### src/rtl/shift_register_pkg.sv
// Shared types for the parallel-to-serial shift register: FSM encoding and
// the beat-counter width helper.
package shift_register_pkg;

   typedef enum logic {
      IDLE  = 1'b0,
      SHIFT = 1'b1
   } state_t;

   // Counter must hold BEATS itself, hence +1.
   function automatic int beat_cnt_width(input int beats);
      return $clog2(beats + 1);
   endfunction

endpackage

### src/rtl/shift_register_holding_reg.sv
// One-entry valid/ready holding register that parks the next word while the
// current one is still being serialised.
module shift_register_holding_reg #(
   parameter int WIDTH = 8
) (
   input  logic             clk_i,
   input  logic             rst_i,
   input  logic             wr_valid,
   output logic             wr_ready,
   input  logic [WIDTH-1:0] wr_data,
   output logic             rd_valid,
   input  logic             rd_ready,
   output logic [WIDTH-1:0] rd_data
);

   logic             full;
   logic [WIDTH-1:0] word;

   always_ff @(posedge clk_i) begin
      if (rst_i) begin
         full <= 1'b0;
         word <= '0;
      end else begin
         // Write only when empty and read only when full, so the two never collide.
         full <= (full && !rd_ready) || (wr_valid && !full);
         if (wr_valid && !full) begin
            word <= wr_data;
         end
      end
   end

   assign wr_ready = !full;
   assign rd_valid = full;
   assign rd_data  = word;

endmodule

### src/rtl/shift_register_serializer.sv
// Parallel-to-serial shift register with valid/ready on both sides.
// Define SHIFT_REGISTER_SERIALIZER_PRELOAD_EN to add a one-word holding register for gapless streaming.
//
// state | meaning
// IDLE  | no word loaded, out_valid_o low, data_o all FILL_VALUE
// SHIFT | word loaded, presenting beats until the final-beat handshake
module shift_register_serializer
   import shift_register_pkg::*;
#(
   parameter int   WIDTH      = 8,
   parameter int   LANES      = 1,
   parameter bit   MSB_FIRST  = 1'b0,
   parameter logic FILL_VALUE = 1'b0
) (
   input  logic             clk_i,
   input  logic             rst_i,
   input  logic             in_valid_i,
   output logic             in_ready_o,
   input  logic [WIDTH-1:0] value_i,
   output logic             out_valid_o,
   input  logic             out_ready_i,
   output logic [LANES-1:0] data_o,
   output logic             last_o,
   output logic             busy_o
);

   localparam int BEATS = WIDTH / LANES;
   localparam int CW    = beat_cnt_width(BEATS);
   localparam logic [WIDTH-1:0] FILL_WORD = {WIDTH{FILL_VALUE}};
   localparam logic [WIDTH-1:0] ONES      = '1;
   localparam logic [WIDTH-1:0] VACATED   = MSB_FIRST ? ~(ONES << LANES) : ~(ONES >> LANES);

   generate
      if (LANES < 1 || LANES > WIDTH || (WIDTH % LANES) != 0) begin : g_bad_cfg
         $error("shift_register_serializer: LANES must divide WIDTH and lie in 1..WIDTH");
      end
   endgenerate

   state_t           state, state_n;
   logic [WIDTH-1:0] shift, shift_n, shifted;
   logic [CW-1:0]    cnt, cnt_n;
   logic             last, last_n;
   logic             fire_in, fire_out, final_beat, can_take;
   logic             load;
   logic [WIDTH-1:0] load_word;

   assign fire_in    = in_valid_i && in_ready_o;
   assign fire_out   = out_valid_o && out_ready_i;
   assign final_beat = fire_out && last;
   assign can_take   = (state == IDLE) || final_beat;

   // After BEATS shifts the register is all FILL_VALUE, so idle data_o needs no mux.
   assign shifted = MSB_FIRST ? ((shift << LANES) | (FILL_WORD & VACATED))
                              : ((shift >> LANES) | (FILL_WORD & VACATED));

`ifdef SHIFT_REGISTER_SERIALIZER_PRELOAD_EN
   logic             hold_wr_ready;
   logic             hold_valid;
   logic [WIDTH-1:0] hold_data;

   // A word arriving when the shifter can take it bypasses the holding register.
   shift_register_holding_reg #(.WIDTH(WIDTH)) u_hold (
      .clk_i    (clk_i),
      .rst_i    (rst_i),
      .wr_valid (in_valid_i && !can_take),
      .wr_ready (hold_wr_ready),
      .wr_data  (value_i),
      .rd_valid (hold_valid),
      .rd_ready (can_take),
      .rd_data  (hold_data)
   );

   assign in_ready_o = hold_wr_ready;
   assign load       = (hold_valid || fire_in) && can_take;
   assign load_word  = hold_valid ? hold_data : value_i;
`else
   logic rdy, rdy_n;

   assign in_ready_o = rdy;
   assign load       = fire_in;
   assign load_word  = value_i;
   assign rdy_n      = (state_n == IDLE);

   always_ff @(posedge clk_i) begin
      if (rst_i) begin
         rdy <= 1'b1;
      end else begin
         rdy <= rdy_n;
      end
   end
`endif

   always_comb begin
      state_n = state;
      shift_n = shift;
      cnt_n   = cnt;
      if (load) begin
         state_n = SHIFT;
         shift_n = load_word;
         cnt_n   = CW'(BEATS);
      end else if (fire_out) begin
         shift_n = shifted;
         cnt_n   = cnt - CW'(1);
         if (last) begin
            state_n = IDLE;
         end
      end
      last_n = (state_n == SHIFT) && (cnt_n == CW'(1));
   end

   always_ff @(posedge clk_i) begin
      if (rst_i) begin
         state <= IDLE;
         shift <= FILL_WORD;
         cnt   <= '0;
         last  <= 1'b0;
      end else begin
         state <= state_n;
         shift <= shift_n;
         cnt   <= cnt_n;
         last  <= last_n;
      end
   end

   assign out_valid_o = (state == SHIFT);
   assign busy_o      = (state == SHIFT);
   assign last_o      = last;
   assign data_o      = MSB_FIRST ? shift[WIDTH-1 -: LANES] : shift[LANES-1:0];

endmodule

### config.mk
export PLATFORM = sky130hd
export DESIGN_NAME = shift_register_serializer
export DESIGN_NICKNAME = d
export VERILOG_FILES = /design/src/rtl/shift_register_pkg.sv /design/src/rtl/shift_register_holding_reg.sv /design/src/rtl/shift_register_serializer.sv
export SDC_FILE = /design/constraint.sdc
export NUM_CORES = 1
export LEC_CHECK = 0
export CORE_MARGIN = 2
export CORE_UTILIZATION = 35
export CTS_CLUSTER_SIZE = 25
export DETAILED_ROUTE_END_ITERATION = 10
export SLEW_MARGIN = 40
export SYNTH_ARGS = -nofsm -noshare
export SYNTH_HDL_FRONTEND = slang
export SYNTH_HIERARCHICAL = 1
export SYNTH_SLANG_ARGS = --single-unit
### constraint.sdc
create_clock -name clk_i -period 1.9 [get_ports clk_i]
set_input_delay 0.285 -clock clk_i [delete_from_list [all_inputs] [get_ports clk_i]]
set_output_delay 0.285 -clock clk_i [all_outputs]
set_load 0.02 [all_outputs]
==> results.md <==
* Layout cells sized above 1 at 0.0808
* Wl on met1 at 684 um
* Met2 routed WL at 632 um
* CTS resizes at 0
* Die extent in x at 47.9 um
* Yosys cell types at 24
* Gr usage total at 0.153
* Uppermost layer routed: met4
* Worst slack at placement at 0.137 ns
* Post-CTS Setup Bufs at 0
* Max Freq at 619 MHz
* CTS Buf Count at 3
* # IOs at 17
* Buf+Inv Stages, Crit Path at 1
* Number of diodes at 0
* Syn nets at 95
* Cells along the critical path: clkdlybuf4s50_1
* Vias in the first global route at 573
* CP Data Arrival Time at 1.33 ns
* Drt drc at 0
* Yosys Warn Count at 6
* H-tree levels at 1
* Hold path startpoint: shift[7]$_SDFFE_PP0P_
* Max FO, Critical Path at 6
* Register bit total from synthesis at 15
* Final setup vio count at 0
* Crit-path slowest cell: clkdlybuf4s50_1
* # rows at 15
* TritonRoute pass-1 iters at 4
* PwrDens at 750 nW/um^2
* Avg WL per Cell at 11.4 um
* Ranking of synthesized cells by area: dfxtp_1 (45%), nand2_1 (12%), a311oi_1 (9.1%)
* DIE AREA at 2290 um^2
* Total number of vias at 620
* CP Class: reg -> out
* Slew of the pin with the lowest slew margin at 0.507 ns
* GR Overflow Total at 0
* Final worst path period share at 0.850
* Met3 Wirelength at 83 um
* Final hold viol count at 0
* CP Depth at 1
* Post-Route WL at 1410 um
* Max_cap viols at 0
* Nets at 113
* Cell count after synthesis at 82
* Pin count of the biggest net entering global routing at 18
* Top cell type's share of synthesized area at 0.446
* Clock skew at 0.00188 ns
* Initial antenna violation count at 0
* Initial Util at 0.382
* Worst VDD drop at 0.529 mV
* Syn avg cell area at 8.21 um^2
* R2R Setup Slk at 0.38 ns
* Routed Antenna Nets at 0
* CP startpoint kind: register
* Area Overhead vs Synth at 30.3%
* Sum Neg Setup Slack at 0 ns
* Clk sinks at 15
* R2r endpoint: last_o$_SDFF_PP0_
* Post-DP HPWL at 959 um
* Slew margin rel. at 0.661
* DR iter-0 viols at 14
* Area leader, netlist: dfxtp_1
* Worst reg2reg startpoint: cnt[0]$_SDFF_PP0_
* Hold Path Class: reg -> reg
* Hold Path Depth at 2
* RSZ-0062 raised after global routing: no
* CORE AREA at 1760 um^2
* First-pass GRT wire length at 2460 um
* CTS tree: done
* Root Driver: clkbuf_4
* Cts hold-fix bufs at 0
* Clock Path Buffers at 2
* Post-layout minimum cycle time at 1.62 ns
* Crit-path leading delay family: buffers and inverters
* Max Slew Vio Count at 0
* Pwr Total at 0.658 mW
* Worst Path Required at 1.62 ns
* Synth Cell Area at 673 um^2
* Hold Path End: shift[7]$_SDFFE_PP0P_
* Final critical-path setup slack at 0.285 ns
* Clock Latency Late Sink at 0.28 ns
* Clock slew seen by the registers of the worst setup and hold paths at 0.08 ns
* Vias per inst at 5.00
* Die H at 47.9 um
* Leakage power at 0.298 nW
* RePlAce Congestion at 0.734
* Crit-path max cell delay at 0.64 ns
* R2R depth at 5
* Status: completed
* Setup crit end kind: output pin
* Post-synthesis sequential area ratio at 0.446
* Buffers on Ports at 16
[kinds of logic (layout without fill, tap and decap cells)]
logic type,count (synthesis),in the layout,synth area share
compound gates,17,17,0.193
xor+xnor,3,3,0.0390
fa+ha+maj,1,1,0.0186
buf+inv,7,24,0.0483
flops,15,15,0.446
simple gates,39,39,0.255
[power by group]
| group | internal [mW] | leakage (nW) | total [mW] | switching, mW |
|---|---|---|---|---|
| clock | 0.0814 | 0.0150 | 0.180 | 0.0982 |
| sequential | 0.338 | 0.124 | 0.357 | 0.0189 |
| combinational | 0.0609 | 0.159 | 0.121 | 0.0603 |
| total | 0.480 | 0.298 | 0.658 | 0.177 |
[sequential cells by signal (all words and copies together) (netlist names)]
register    flops
shift           8
in_ready_o      1
last_o          1
cnt             4
busy_o          1
[worst min-delay path, cell delays in order (launching register included)]
cell and delay, ns:
dfxtp_1 0.32, nand3_1 0.06, a21oi_1 0.06
[how the worst max path moves through the flow]
stage                      startpoint           endpoint  slack [ns]
floorplan           cnt[0]$_SDFF_PP0_  last_o$_SDFF_PP0_        0.54
global placement          out_ready_i  last_o$_SDFF_PP0_        0.20
detailed placement        out_ready_i  last_o$_SDFF_PP0_        0.14
CTS                 busy_o$_SDFF_PP0_        out_valid_o        0.27
global route        busy_o$_SDFF_PP0_        out_valid_o        0.22
finish              busy_o$_SDFF_PP0_        out_valid_o        0.28
[cells in the mapped netlist, drive strengths merged]
cell,count
nand4,1
nand2,21
ha,1
nand3,3
o31ai,1
xnor2,2
dfxtp,15
nor4,1
nor3,2
a2111oi,2
buf,3
nor2,9
inv,3
o21a,1
and2,2
clkbuf,1
xor2,1
o21ai,1
a311oi,7
a21oi,5
[cell type report]
class | instances | area [um^2]
inverter | 3 | 11.3
tap | 25 | 31.3
sequential | 15 | 300
fill | 191 | 887
clock buffer | 4 | 26.3
timing repair buffer | 17 | 168
multi-input combinational | 60 | 340
[per-stage QoR]
step                      std cells  utilization  cell area [um^2]  hold slack, ns
after detailed placement        120        0.482               851           0.463
after global placement          120        0.482               851           0.468
after global routing            124        0.497               877           0.517
after CTS                       124        0.497               877           0.484
final                           124        0.497               877           0.480
after floorplan                  82            -               673           0.357
[cell usage in the layout, fill, tap and decap left out]
cell	instances
a2111oi_2	1
inv_1	2
a311oi_1	7
ha_1	1
nand3_1	3
and2_4	1
o31ai_1	1
nand4_1	1
xnor2_1	2
a2111oi_0	1
and2_1	1
dfxtp_1	15
nor2_1	9
xor2_1	1
buf_4	1
clkdlybuf4s50_1	16
clkbuf_1	1
o21a_1	1
o21ai_0	1
nor4_2	1
inv_2	1
nand2_1	21
nor3_1	2
a21oi_1	5
clkbuf_4	3
[per-layer routing]
| metal | vias to the layer above | global-route usage |
|---|---|---|
| met5 | - | 0 |
| met2 | 17 | 0.251 |
| met4 | 0 | 0.0486 |
| met1 | 280 | 0.186 |
| met3 | 2 | 0.0566 |
| li1 | 321 | - |
Note: power is estimated with default switching activity, not from simulation.
